**src/rtl/tt_um_suhas1403_serial_subtractor.sv**
```systemverilog
// Bit-serial 8-bit subtractor: A - B computed LSB first through one full-subtractor cell
// with a registered borrow, using a start/busy/done handshake on the Tiny Tapeout pins.
module tt_um_suhas1403_serial_subtractor (
  input  logic       clk,
  input  logic       rst_n,
  input  logic       ena,
  input  logic [7:0] ui_in,
  input  logic [7:0] uio_in,
  output logic [7:0] uo_out,
  output logic [7:0] uio_out,
  output logic [7:0] uio_oe
);

  typedef enum logic [1:0] {StIdle, StRun, StDone} state_t;

  state_t     state;
  logic [7:0] a_hold;
  logic [7:0] b_hold;
  logic [7:0] a_sh;
  logic [7:0] b_sh;
  logic [7:0] res_sh;
  logic       bw;
  logic [2:0] cnt;
  logic       start_q;
  logic       borrow;
  logic       zero;

  logic       load_a;
  logic       load_b;
  logic       start;
  logic       start_ev;
  logic       bit_a;
  logic       bit_b;
  logic       d;
  logic       bw_new;
  logic [7:0] res_next;
  logic       unused_uio;

  assign load_a     = uio_in[0];
  assign load_b     = uio_in[1];
  assign start      = uio_in[2];
  assign unused_uio = &{1'b0, uio_in[7:3]};

  assign start_ev = start & ~start_q;

  // Full-subtractor cell on the current LSBs.
  assign bit_a    = a_sh[0];
  assign bit_b    = b_sh[0];
  assign d        = bit_a ^ bit_b ^ bw;
  assign bw_new   = (~bit_a & bit_b) | (~bit_a & bw) | (bit_b & bw);
  assign res_next = {d, res_sh[7:1]};

  always_ff @(posedge clk) begin
    if (!rst_n) begin
      state   <= StIdle;
      a_hold  <= 8'h00;
      b_hold  <= 8'h00;
      a_sh    <= 8'h00;
      b_sh    <= 8'h00;
      res_sh  <= 8'h00;
      bw      <= 1'b0;
      cnt     <= 3'd0;
      start_q <= 1'b0;
      uo_out  <= 8'h00;
      borrow  <= 1'b0;
      zero    <= 1'b0;
    end else if (ena) begin
      start_q <= start;
      unique case (state)
        StIdle, StDone: begin
          if (load_a) a_hold <= ui_in;
          if (load_b) b_hold <= ui_in;
          // A load always wins over a coincident start; the edge is still consumed.
          if (load_a || load_b) begin
            state <= StIdle;
          end else if (start_ev) begin
            a_sh  <= a_hold;
            b_sh  <= b_hold;
            bw    <= 1'b0;
            cnt   <= 3'd0;
            state <= StRun;
          end
        end
        StRun: begin
          a_sh   <= {1'b0, a_sh[7:1]};
          b_sh   <= {1'b0, b_sh[7:1]};
          res_sh <= res_next;
          bw     <= bw_new;
          cnt    <= cnt + 3'd1;
          if (cnt == 3'd7) begin
            uo_out <= res_next;
            borrow <= bw_new;
            zero   <= (res_next == 8'h00);
            state  <= StDone;
          end
        end
        default: state <= StIdle;
      endcase
    end
  end

  assign uio_out = {1'b0, zero, borrow, (state == StDone), (state == StRun), 3'b000};
  assign uio_oe  = 8'b0111_1000;

endmodule

```
**config.mk**
```make
export PLATFORM = sky130hd
export DESIGN_NAME = tt_um_suhas1403_serial_subtractor
export DESIGN_NICKNAME = d
export VERILOG_FILES = /design/src/rtl/tt_um_suhas1403_serial_subtractor.sv
export SDC_FILE = /design/constraint.sdc
export NUM_CORES = 1
export LEC_CHECK = 0
export BUFFER_PORTS_ARGS = -buffer_cell sky130_fd_sc_hd__buf_2
export CORE_ASPECT_RATIO = 0.9
export CORE_MARGIN = 5
export CORE_UTILIZATION = 35
export DETAILED_ROUTE_END_ITERATION = 6
export PLACE_DENSITY = 0.59
export SLEW_MARGIN = 20
export SYNTH_ARGS = -nofsm -noshare
export SYNTH_HDL_FRONTEND = slang
export SYNTH_SLANG_ARGS = --single-unit
export TNS_END_PERCENT = 100
```
**constraint.sdc**
```tcl
create_clock -name clk -period 3.1 [get_ports clk]
set_input_delay 0.155 -clock clk [delete_from_list [all_inputs] [get_ports clk]]
set_output_delay 0.155 -clock clk [all_outputs]
set_load 0.005 [all_outputs]
```
Yosys cells after proc, flatten, opt, wreduce, memory -nomap -nowiden:

Index checks and enable logic that the tools add are counted.

* bits in registers: 57
* word-level logic and storage cells: 57
* input port bits: 19
* output and inout port bits: 24

* mux-type cells: 16
* eq/ne operators: 7
* bitwise operators: 10
* $add $sub $neg: 1
* reduce and logical (&&, ||, !) cells: 11

Operators by type and width (count)
* 8-bit 2-to-1 mux: 4
* 8-bit one-hot mux with 2 select lines: 2
* 3-bit AND reduction: 4
* 8-bit zero test: 1
* 2-bit 2-to-1 mux: 3
* 3-bit 2-to-1 mux: 2
* 3-bit one-hot mux with 2 select lines: 1
* 1-bit AND: 4
* 2-bit inequality test, second input constant: 2
* 2-bit one-hot mux with 2 select lines: 1
* 4-bit AND reduction: 1
* 3-bit by 1-bit adder with 3-bit output, second input constant: 1
* 3-bit equality test, second input constant: 1
* 3-bit inequality test, second input constant: 1
* 2-bit by 1-bit equality test with 1-bit output, second input constant: 1
* 2-bit equality test, second input constant: 1
* 2-bit zero test: 1
* 1-bit 2-to-1 mux: 2
* 2-bit by 1-bit inequality test with 1-bit output, second input constant: 1
* 1-bit NOT: 2
* 1-bit OR: 2
* 1-bit one-hot mux with 2 select lines: 1
* 2-bit AND reduction: 1
* 2-bit nonzero test: 1
* other kinds (3): 4

Logic depth before layout (Yosys ltp):

Gate-level depths: netlist of the first run.

* depth in word-level cells: 5
* gate-level depth with buffers: 6

Worst setup path after synthesis of the first run:

OpenSTA, ideal clock, no wires.

* path type: register to register
* start: register state[0]
* end: register a_sh[0]
* clock period less this slack: 1456 ps
* setup time: 134 ps
* data required time: 2966 ps
* cell stages (with the launch flop): 6
* slack: 1644 ps
* arrival: 1322 ps
* cells stage by stage: dfxtp_1 or4b_1 buf_2 o21ai_4 buf_6 a211oi_1

* cells in the longest elaborated chain, start to end: 4

RTL lines
* from (decl): line 16 `state_t state;`
* from (signal assigned): line 55 `state <= StIdle;`
* from (signal assigned): line 75 `state <= StIdle;`
* from (signal assigned): line 81 `state <= StRun;`
* 2-bit equality test / 2-bit zero test (equally long branches): line 69 `unique case (state)`
* 2-bit OR reduction: line 69
* 2-bit inequality test (no source line) / 2-bit nonzero test (equally long branches)
* 4-bit AND reduction (no source line)
* to (signal assigned): line 77 `a_sh <= a_hold;`
* to (signal assigned): line 85 `a_sh <= {1'b0, a_sh[7:1]};`
* to (decl): line 19 `logic [7:0] a_sh;`

Parallel ways exist; a longest one is shown, timed or not.
A chain may end at the register's enable or synchronous reset.

Worst setup path after layout of the first run:

* start: register state[0]
* end: register b_sh[0]

* cells in the longest elaborated chain, start to end: 4

RTL lines
* 2-bit equality test / 2-bit zero test (equally long branches): line 69
* 2-bit OR reduction: line 69
* 2-bit inequality test (no source line) / 2-bit nonzero test (equally long branches)
* 4-bit AND reduction (no source line)
* to (signal assigned): line 78 `b_sh <= b_hold;`
* to (signal assigned): line 86 `b_sh <= {1'b0, b_sh[7:1]};`
* to (decl): line 20 `logic [7:0] b_sh;`

Parallel ways exist; a longest one is shown, timed or not.

==> results of run 1 <==
## placed cells by master (no fill, tap or decap), drive strengths merged
cell,n
dfxtp,56
nand2,33
mux2i,31
a211oi,30
buf,28
nor2,21
a21oi,21
conb,12
clkbuf,6
o211ai,5
inv,4
nand3b,3
nand3,3
o21ai,3
nand2b,2
nor2b,2
ha,2
nor4b,2
or4b,1
and3b,1
or3,1
a22oi,1
and4b,1
nand4b,1
a32oi,1
nor4,1
fa,1
clkinv,1
bufinv,1
## per-stage QoR
step           setup slack [ns]  utilization (%)  instances
2_1_floorplan              1.64                -        275
3_3_place_gp               1.25             36.8        360
3_5_place_dp               1.25             36.8        360
4_1_cts                    1.20             38.3        368
5_1_grt                    1.04             38.3        368
6_report                   1.21             38.3        368
## kinds of logic after synthesis
family / Yosys count / synth area share, %
adder cells (fa/ha/maj): 3 / 1.82
AO/OA/AOI/OAI: 61 / 16.7
AND/OR/NAND/NOR: 72 / 14.0
buffers and inverters: 40 / 9.43
multiplexers: 31 / 12.5
flip-flops: 56 / 45.2
other: 2 / 0.303
## routing by layer
metal	wire [um]	global-route usage [%]	vias to the layer above
met4	85	4.44	0
li1	-	-	918
met3	205	2.48	6
met5	0	0	-
met2	2230	18.2	33
met1	2550	16.4	852
## final timing paths
check / cells past startpoint / to
worst max-delay path: 3 / b_sh[0]$_SDFFE_PN0P_
worst min-delay path: 3 / b_hold[7]$_SDFFE_PN0P_
worst max register to register: 3 / b_sh[0]$_SDFFE_PN0P_
worst min register to register: 2 / uo_out[4]$_SDFFE_PN0P_
## worst max-delay path, delay by kind of cell (launching register included)
| kind | cells | cell delay [ns] |
|---|---|---|
| and+or+nand+nor | 1 | 0.95 |
| AOI/OAI and AO/OA | 2 | 0.44 |
| DFF | 1 | 0.42 |
## power by group through the flow
stage / sequential [mW] / combinational (mW) / clock, mW
global placement: 0.770 / 0.112 / 0
global route: 0.756 / 0.127 / 0.514
floorplan: 0.765 / 0.0994 / 0
finish: 0.753 / 0.114 / 0.471
CTS: 0.753 / 0.115 / 0.489
detailed placement: 0.770 / 0.114 / 0
## sequential cells by signal, summed over array words and instances, names as in the netlist
name     count
uo_out       8
a_sh         8
state        2
a_hold       8
res_sh       7
b_hold       8
zero         1
start_q      1
cnt          3
borrow       1
b_sh         8
bw           1
## area by class of cell
class / instances / area (um^2) / area share [%]
multi-input cells: 179 / 1160 / 43.5
flip-flops and latches: 56 / 1120 / 42.0
repair buffers: 28 / 148 / 5.53
well taps: 93 / 116 / 4.36
clock buffers: 6 / 72.6 / 2.72
clock inverters: 2 / 35.0 / 1.31
inverters: 4 / 15.0 / 0.562
==> impl.org, run 1 <==
** Clocking
- Number of buffers inserted by hold repair at cts :: 0
- The later pin in the worst-skew pair is clocked with a latency of 0.31 ns.
- TritonCTS built the clock tree.
- Clock tree synthesis selected as its root buffer the cell clkbuf_8.
- Quantity of gates resized following cts :: 0
- Clock input transition at the sequential cells of the worst setup and hold paths :: 0.10 ns
- The clock drives 56 sinks.
- The clock passes through at most 2 buffers.
- Setup Fix Bufs, Post-CTS :: 0
- Number of H-tree branching levels :: 2
- Number of CTS-inserted buffers :: 5

** Run
- The tool flagged a number of max-cap violations equal to 0.

** Setup path
- In this run the critical register-to-register path is launched from state[0]$_SDFFE_PN0P_.
- Crit path launch :: state[0]$_SDFFE_PN0P_
- Most common cell type on the critical path :: a211oi_1
- CP max FO :: 17
- Setup slack on the worst reg-to-reg path comes out at 1.21 ns.
- The slowest stage of the critical path belongs to the cell nor4b_4.
- Worst EP arrival :: 2.11 ns
- STA classifies the critical path startpoint as a flop.
- Critical Path, Cell by Cell :: nor4b_4 -> a211oi_1 -> a211oi_1
- STA classifies the critical path endpoint as a flop.
- Required @ worst endpoint :: 3.32 ns
- The largest single stage delay on the critical path is 0.95 ns.
- Setup Crit Path Kind :: reg2reg

** Pwr
- The internal portion of the total power is 1.03 mW.
- Net switching component of the power :: 313 uW
- Sequential share of power :: 56.3%
- Power consumption :: 1.34 mW
- Clock network fraction of design power :: 35.2%
- Static leakage power :: 1.15 nW
- VDD sags by at most 0.235 mV.
- Power share of the combinational group :: 8.5%
- Power density over the cells :: 501 nW/um^2
- Of the total power, the share spent switching nets is 23.4%.

** Yosys
- Synthesis produced 265 cells.
- Number of storage elements in the synthesis netlist :: 56
- Most frequent cell after synthesis :: dfxtp_1
- Most instantiated flip-flop cell in the synthesis netlist :: dfxtp_1
- Sequential-to-total area share from yosys stat :: 45.2%
- Synthesis instantiated 33 different standard cells from the library.
- Ys Warns :: 0
- Most area-consuming cells after synthesis :: dfxtp_1, mux2i_1, a211oi_1
- Commonest cells in the synthesized netlist :: dfxtp_1, nand2_1, mux2i_1, a211oi_1
- Summing every instance area after synthesis gives 2480 um^2.
- In this run the biggest area consumer among cell types represents 45.2% of the synthesized area.
- Number of enable-type register cells in the synthesized netlist :: 0
- For this run, asynchronously set or reset flops after synthesis account for 0%.
- Cell type contributing the most total cell area after synthesis :: dfxtp_1
- The average instance in the mapped netlist occupies 9.36 um^2.

** Final layout
- Antenna Diode Count :: 0
- Relative to the synthesized area, the layout overhead comes to 7.67%.
- Of the cells placed in the final design, the portion with a size suffix greater than 1 is 13.8%.
- After filler insertion, the fill cell instance count of the layout stands at 734.
- At the end of the flow, the number of nets in the layout was 296.
- Post-Layout Inst Area :: 2670 um^2

** Floorplan
- 43 I/O pins were placed.
- Die outline area :: 8870 um^2
- Die H :: 89.9 um
- The initial utilization of the core area, before any placement, comes to 35.6%.
- Core area :: 6970 um^2
- Number of rows created at floorplan :: 29
- From left edge to right edge, the die measures 98.7 um.

** STA
- Final number of hold-violating endpoints :: 0
- The worst path in the final design needs a cycle of 1.89 ns, including I/O delays and setup.
- In this run the tightest slew margin relative to its limit is 31.0%.
- RSZ-0062 raised after global routing :: no
- In the finished design, the share of the clock period the worst path needs comes to 60.9%.
- Worst-case clock skew :: 0.00741 ns
- Final setup violating endpoints :: 0
- Max Slew Vio Count :: 0
- Worst hold slack across all endpoints :: 0.0862 ns
- Setup_tns :: 0 ns
- Maximum clock rate :: 530 MHz
- Actual transition at the worst max-transition pin :: 1.03 ns

** Min path
- Min-Delay Startpoint :: ui_in[7]
- Class of the most critical hold timing path :: in2reg

** Global route
- Across every metal layer, demand over resource in global routing totals 11.9%.
- Pin count of the biggest net entering global routing :: 27
- Antenna violations before repair :: 0
- The via count of the first global-routing pass came to 1794.
- Global-route wire length before repair :: 8740 um
- For this run the aggregate overflow at the end of global routing stands at 0.

** Place
- Once detailed placement completed, the half-perimeter wirelength came to 3350 um.
- In this run the tool buffered the top-level ports with 25 buffer cells.
- Once placement finished, the instance area stood at 2560 um^2.
- Routability-driven placement finished with a final weighted congestion of 0.713.

** Run status
- Status :: completed

** Detailed routing
- Drt pass-1 iters :: 5
- The routed layout has 1809 vias.
- Detailed-route vias per instance :: 4.92
- Aggregate routed wire length :: 5080 um
- Count of nets left with antenna violations after detail routing :: 0
- For this run, design rule violations remaining after detail routing come to 0.
- In the final routed layout, each cell accounts on average for 13.8 um.
- Initial DRC Count :: 113
Note: power is estimated with default switching activity, not from simulation.
==> run 2, diff against run 1 <==
--- a/config.mk
+++ b/config.mk
@@ -5,12 +5,13 @@
 export SDC_FILE = /design/constraint.sdc
 export NUM_CORES = 1
 export LEC_CHECK = 0
+export ABC_AREA = 1
 export BUFFER_PORTS_ARGS = -buffer_cell sky130_fd_sc_hd__buf_2
 export CORE_ASPECT_RATIO = 0.9
 export CORE_MARGIN = 5
 export CORE_UTILIZATION = 35
 export DETAILED_ROUTE_END_ITERATION = 6
-export PLACE_DENSITY = 0.59
+export PLACE_DENSITY = 0.61
 export SLEW_MARGIN = 20
 export SYNTH_ARGS = -nofsm -noshare
 export SYNTH_HDL_FRONTEND = slang
==> constraint.sdc (replaced) <==
create_clock -name clk -period 1.6 [get_ports clk]
set_input_delay 0.08 -clock clk [delete_from_list [all_inputs] [get_ports clk]]
set_output_delay 0.08 -clock clk [all_outputs]
set_load 0.005 [all_outputs]
==> impl.org, run 2 <==
** Run status
- The run finished with clean final reports.

** Final layout
- Storage cell area :: 1120 um^2 (+0.11%)
- Relative to the synthesized area, the layout overhead comes to 9.53%.
- The count of inserted antenna diode cells is 0 (unchanged).
- The count of fill cells added during filler insertion was 768 (+4.6%).
- Finished Layout Cells :: 474 (+29%)
- Most common cell after layout, fill and taps aside :: nand2_1
- Number of nets in the final layout :: 402 (+36%)
- Multi-input gate area in the final layout :: 1090 um^2 (-6.6%)
- The library cells used most frequently in the layout, excluding fill and tap cells, are nand2_1, nor2_1, dfxtp_1.
- The share of cells above drive strength 1 is 13.1% (-0.69 points).

** Pwr
- Sequential share of power :: 57.7% (+1.4 points)
- Power share of the combinational group :: 12.0% (+3.5 points)
- Static leakage power :: 1.30 nW (+13%)
- The internal cell power was 1.88 mW (+83%).
- The largest voltage drop on the vdd net came to 0.417 mV (+77%).
- The overall power of the completed layout came to 2.58 mW (+93%).
- Power density over the cells :: 945 nW/um^2 (+88%)
- The switching fraction of total power came to 27.1% (+3.8 points).
- The switching power was 700 uW (+120%).
- The clock network fraction of total power came to 30.3% (-4.9 points).

** Yosys
- The fraction of the yosys area taken by sequential cells is 45.0% (-0.25 points).
- Post-Syn Instances :: 361 (+36%)
- Fraction of post-synthesis cell area in the top cell type by area :: 45.0% (-0.25 points)
- Commonest cells in the synthesized netlist :: nand2_1, nor2_1, dfxtp_1, inv_1, o21ai_0
- Share of synthesized flip-flops with an asynchronous set or reset :: 0% (unchanged)
- Number of storage elements in the synthesis netlist :: 56 (unchanged)
- Average instance area after synthesis :: 6.91 um^2 (-26%)
- The summed instance area of the synthesized netlist was 2490 um^2 (+0.56%).
- Cell type contributing the most total cell area after synthesis :: dfxtp_1
- The post-synthesis cell type count was 21 (-36%).
- Yosys instantiated no cell more often than nand2_1.
- In the post-synthesis netlist, the biggest area contributors are dfxtp_1, nand2_1, nor2_1.
- The number of synthesized flops with an enable pin is 0 (unchanged).
- Most instantiated flip-flop cell in the synthesis netlist :: dfxtp_1
- Ys Warns :: 0 (unchanged)

** Setup path
- STA classifies the critical path startpoint as a flop.
- The maximum fanout count along the critical path was 2 (-15).
- The kind of cell with the highest combined delay along the critical path is adder cells.
- Critical Path, Cell by Cell :: inv_1 -> fa_1 -> inv_1 -> nor2_1 -> nand2_1 -> nor2_1 -> nand2_1 -> a21oi_1
- Worst path slowest cell :: fa_1
- The delay of the slowest critical-path stage was 0.55 ns (-0.40 ns).
- The arrival time of data at the critical path endpoint came to 1.70 ns (-0.41 ns).
- CP bufs+invs :: 2 (+2)
- The worst setup path is of the reg2reg kind.
- Kind of capture point of the worst setup path :: flop
- Required @ worst endpoint :: 1.84 ns (-1.48 ns)

** Clocking
- Number of CTS-inserted buffers :: 5 (unchanged)
- The worst-skew pair later-pin latency came to 0.31 ns (about the same).
- The worst-case clock buffer depth was 2 (unchanged).
- The maximum level of the CTS H-tree was 2 (unchanged).
- Clock input transition at the sequential cells of the worst setup and hold paths :: 0.10 ns (about the same)
- Clock sink count :: 56 (unchanged)
- TritonCTS clock tree :: built
- The tree is rooted in a clkbuf_8.

** Global route
- The maximum number of pins on one net before global-route repair came to 43 (+59%).
- Antenna violations before repair :: 0 (unchanged)
- The first-pass GRT wire length was 8340 um (-4.5%).
- The via count of the first global-routing pass is 1858 (+3.6%).
- The global-route usage over all layers is 11.1% (-0.83 points).
- The aggregate global routing overflow came to 0 (unchanged).

** Place
- The pre-CTS worst setup slack was 0.0793 ns (-1.17 ns).
- Cell total after placement :: 466 (+29%)
- The placed wire-length estimate was 3310 um (-1.2%).
- Buffers on Ports :: 25 (unchanged)
- Placer's final routability congestion estimate :: 0.802 (+12%)

** Detailed routing
- The number of antenna-violating nets in the routed design was 0 (unchanged).
- Count of vias placed by the detailed router :: 2031 (+12%)
- Detailed-route vias per instance :: 4.28 (-13%)
- The first-pass iteration count of the detailed router was 4 (-1).
- The wire length reported by the detailed router came to 4750 um (-6.5%).
- The routed wire length per instance was 10.0 um (-27%).
- Drc violations :: 0 (unchanged)
- The DRC violation total after the first TritonRoute iteration came to 96 (-15%).

** Floorplan
- The vertical extent of the die was 90.1 um (+0.24%).
- The die area came to 8920 um^2 (+0.50%).
- The die span in x came to 99.0 um (+0.25%).
- The number of I/O pins came to 43 (unchanged).
- The core box area was 7000 um^2 (+0.52%).
- Effective utilization at floorplan :: 35.6% (about the same)
- The number of placement rows came to 29 (unchanged).

** STA
- Clock period minus final worst setup slack :: 1.46 ns (-0.431 ns)
- Worst-case clock skew :: 0.00892 ns (+0.00151 ns)
- Maximum clock rate :: 687 MHz (+30%)
- The minimum setup slack in the final design came to 0.144 ns (-1.07 ns).
- RSZ-0062 raised after global routing :: no
- The worst hold slack after final layout is 0.0120 ns (-0.0743 ns).
- The post-route clock period utilization came to 91.0% (+30 points).
- Max Slew Vio Count :: 0 (unchanged)
- The setup TNS is 0 ns (unchanged).
- The number of hold-slack violations in the final timing report was 0 (unchanged).
- Final setup violating endpoints :: 0 (unchanged)

** Min path
- Class of the most critical hold timing path :: in2reg

** Run
- Max-cap violation count :: 0 (unchanged)
run 2: worst paths after layout:
check,start,end,slack (ns),depth (start not counted)
max,a_sh[0]$_SDFFE_PN0P_,zero$_SDFFE_PN0P_,0.14,8
min,uio_in[2],start_q$_SDFFE_PN0P_,0.01,3
max reg2reg,a_sh[0]$_SDFFE_PN0P_,zero$_SDFFE_PN0P_,0.14,8
min reg2reg,uo_out[0]$_SDFFE_PN0P_,uo_out[0]$_SDFFE_PN0P_,0.47,2
run 2: what timing repair did:
item	4_1_cts	5_1_grt
setup buffers	0	0
gates resized for setup	0	3
endpoints found under the setup margin	0	11
hold buffers	0	0
run 2: cell families (layout without fill, tap and decap cells):
logic type / count (synthesis) / count (layout) / synth area share (%)
buf+inv: 64 / 74 / 13.1
compound gates: 58 / 58 / 11.9
simple gates: 178 / 178 / 27.9
flops: 56 / 56 / 45.0
other cells: 2 / 12 / 0.301
fa+ha+maj: 3 / 3 / 1.81
run 2: layout make-up:
| cell class | count | area share (%) |
|---|---|---|
| clock inverter | 3 | 0.870 |
| tap | 93 | 4.26 |
| multi-input combinational | 251 | 39.8 |
| timing repair buffer | 31 | 6.69 |
| sequential | 56 | 41.1 |
| inverter | 35 | 4.81 |
| clock buffer | 5 | 2.52 |
run 2: worst min-delay path, delay by kind of cell:
family / cells / cell delay, ns
AO/OA/AOI/OAI: 1 / 0.05
buffers and inverters: 2 / 0.16
run 2: power groups by stage:
stage / Sequential, mW / Combinational [mW] / Clock [mW]
4_1_cts: 1.49 / 0.310 / 0.816
3_3_place_gp: 1.52 / 0.306 / 0
2_1_floorplan: 1.52 / 0.260 / 0
5_1_grt: 1.50 / 0.362 / 0.882
6_report: 1.49 / 0.309 / 0.782
3_5_place_dp: 1.52 / 0.309 / 0
run 2: per-layer routing:
metal / vias to the layer above / GRT usage, % / wire (um)
met5: - / 0 / 0
met4: 0 / 3.07 / 47
met3: 5 / 2.86 / 212
met2: 27 / 18.3 / 2120
met1: 882 / 14.2 / 2370
li1: 1117 / - / -
run 2: metrics by stage:
| stage | utilization [%] | area (um^2) |
|---|---|---|
| floorplan | - | 2530 |
| global placement | 37.6 | 2640 |
| detailed placement | 37.6 | 2640 |
| CTS | 38.9 | 2730 |
| global route | 39.0 | 2730 |
| finish | 39.0 | 2730 |
==> run 3, diff against run 2 <==
--- a/config.mk
+++ b/config.mk
@@ -6,7 +6,7 @@
 export NUM_CORES = 1
 export LEC_CHECK = 0
 export ABC_AREA = 1
-export BUFFER_PORTS_ARGS = -buffer_cell sky130_fd_sc_hd__buf_2
+export BUFFER_PORTS_ARGS = -buffer_cell sky130_fd_sc_hd__clkbuf_2
 export CORE_ASPECT_RATIO = 0.9
 export CORE_MARGIN = 5
 export CORE_UTILIZATION = 35
==> impl.org, run 3 (same netlist as run 2, synthesis figures left out) <==
** Run status
- The run finished with clean final reports.

** Setup path
- The critical path is of the reg2out type.
- The worst setup path is captured at a primary output.
- The maximum fanout count along the critical path was 29 (+27).
- The arrival time of data at the critical path endpoint is 1.36 ns (-0.34 ns).
- Critical path's largest stage delay :: 0.47 ns (-0.08 ns)
- Critical Path, Cell by Cell :: nand2_1 -> buf_12 -> inv_2 -> clkbuf_2
- The required time reported for the critical path endpoint was 1.52 ns (-0.32 ns).
- Type of element launching the critical path :: flop
- The slowest stage of the critical path belongs to the cell dfxtp_1.

** Global route
- The via count of the first global-routing pass is 1907 (+2.6%).
- Antenna violations before repair :: 0 (unchanged)
- The maximum number of pins on one net before global-route repair was 43 (unchanged).
- Overflow after GRT :: 0 (unchanged)
- The global-route usage over all layers was 11.6% (+0.55 points).
- Global-route wire length before repair :: 8650 um (+3.7%)

** Final layout
- Highest-count cells in the layout ignoring fill and taps :: nand2_1, nor2_1, dfxtp_1
- Relative to the synthesized area, the layout overhead comes to 11.5%.
- Storage cell area :: 1120 um^2 (-0.11%)
- The count of inserted antenna diode cells came to 0 (unchanged).
- The count of fill cells added during filler insertion came to 758 (-1.3%).
- Leaving out fill and tap cells, the most frequent cell in the layout is nand2_1.
- Multi-input gate area in the final layout :: 1090 um^2 (+0.12%)
- Fraction of layout instances using a drive strength above 1 :: 12.8% (-0.33 points)
- The number of nets at the end of the flow came to 404 (+0.50%).
- Post-Layout Inst Area :: 2780 um^2 (+1.8%)

** STA
- The number of hold-slack violations in the final timing report was 0 (unchanged).
- The max-slew violation total from the final report is 0 (unchanged).
- Clock period minus final worst setup slack :: 1.44 ns (-0.0145 ns)
- Maximum clock rate :: 694 MHz (+1.0%)
- Portion of the clock cycle consumed by the worst path in the final layout :: 90.1% (-0.91 points)
- Final setup violating endpoints :: 0 (unchanged)
- Setup_tns :: 0 ns (unchanged)
- The setup clock skew after layout came to 0.00949 ns (+0.000570 ns).
- RSZ-0062 raised after global routing :: no

** Detailed routing
- Aggregate routed wire length :: 4920 um (+3.7%)
- Drt pass-1 iters :: 4 (unchanged)
- Initial DRC Count :: 90 (-6.3%)
- The routed wire length per instance came to 10.3 um (+3.3%).
- The number of antenna-violating nets in the routed design was 0 (unchanged).
- Detailed-route vias per instance :: 4.30 (+0.27%)
- The DRC violation count after routing came to 0 (unchanged).
- The number of vias after detailed routing was 2045 (+0.69%).

** Pwr
- Peak ir drop on the vdd network :: 0.390 mV (-6.4%)
- Power density over the cells :: 979 nW/um^2 (+3.7%)
- Static leakage power :: 1.32 nW (+1.6%)

** Place
- The final weighted congestion of routability-driven global placement came to 0.787 (-1.8%).
- The placed wire-length estimate was 3420 um (+3.5%).
- Buffers on Ports :: 25 (unchanged)
- The post-placement cell area came to 2660 um^2 (+0.76%).

** Floorplan
- I/O Pins :: 43 (unchanged)
- Core area :: 7000 um^2 (unchanged)
- The vertical extent of the die was 90.1 um (unchanged).
- The die span in x came to 99.0 um (unchanged).
- Effective utilization at floorplan :: 35.6% (unchanged)
- The die area is 8920 um^2 (unchanged).
- Number of rows created at floorplan :: 29 (unchanged)

** Clocking
- The total CTS buffers is 5 (unchanged).
- TritonCTS clock tree :: built
- The number of sinks driven by the clock tree was 56 (unchanged).
- The maximum level of the CTS H-tree came to 2 (unchanged).
- Setup Fix Bufs, Post-CTS :: 0 (unchanged)
- Maximum clock path buffer count :: 2 (unchanged)
- The worst-skew pair later-pin latency came to 0.31 ns (about the same).
- The cell sitting at the root of the clock tree is a clkbuf_8.
- The clock input transition at the sequential cells of the worst setup and hold paths is 0.10 ns (about the same).

** Run
- The total of max-cap violations was 0 (unchanged).

** Min path
- The min-delay analysis places its worst path in the category in2reg.
## run 3: stage by stage
step           setup slack (ns)  std cells  hold slack [ns]  util (%)  power [mW]
6_report                  0.158        476           0.0352      39.7        2.72
3_3_place_gp              0.158        467            0.323      37.9        1.83
5_1_grt                 0.00537        476           0.0406      39.7        2.90
4_1_cts                   0.129        476           0.0240      39.6        2.77
3_5_place_dp              0.156        467            0.336      37.9        1.84
2_1_floorplan             0.246        371            0.208         -        1.78
## run 3: repair_timing
item	4_1_cts	5_1_grt
endpoints found under the setup margin	0	1
resized for setup	0	1
hold buffers	1	0
hold endpoints to repair	1	0
## run 3: area by class of cell
cell class	count	share of cell area, %
clock buffers	5	2.48
clock inverters	3	1.53
inverters	35	4.73
multi-input cells	251	39.1
flip-flops and latches	56	40.3
well taps	93	4.19
repair buffers	33	7.65
## run 3: worst paths after layout
kind	start	endpoint	slack, ns	depth (start not counted)
min	ui_in[7]	b_hold[7]$_SDFFE_PN0P_	0.04	3
min reg2reg	uo_out[5]$_SDFFE_PN0P_	uo_out[5]$_SDFFE_PN0P_	0.47	2
max	state[0]$_SDFFE_PN0P_	uio_out[3]	0.16	4
max reg2reg	bw$_SDFFE_PN0P_	zero$_SDFFE_PN0P_	0.17	7
## run 3: power breakdown
| part | total (mW) | internal (mW) | switching [mW] |
|---|---|---|---|
| clock network | 0.919 | 0.464 | 0.455 |
| logic | 0.313 | 0.116 | 0.198 |
| registers | 1.49 | 1.46 | 0.0322 |
| total | 2.72 | 2.04 | 0.685 |
## run 3: layer usage
| metal | GRT usage, % | up-vias | wire (um) |
|---|---|---|---|
| met5 | 0 | - | 0 |
| met4 | 3.07 | 0 | 53 |
| met3 | 3.10 | 7 | 259 |
| met2 | 18.9 | 40 | 2170 |
| met1 | 15.2 | 874 | 2440 |
| li1 | - | 1124 | - |
## run 3: worst max-delay path: cells and delay by family (launching register included)
family	cells	cell delay (ns)
flip-flops	1	0.47
AND/OR/NAND/NOR	1	0.15
buffers and inverters	3	0.42
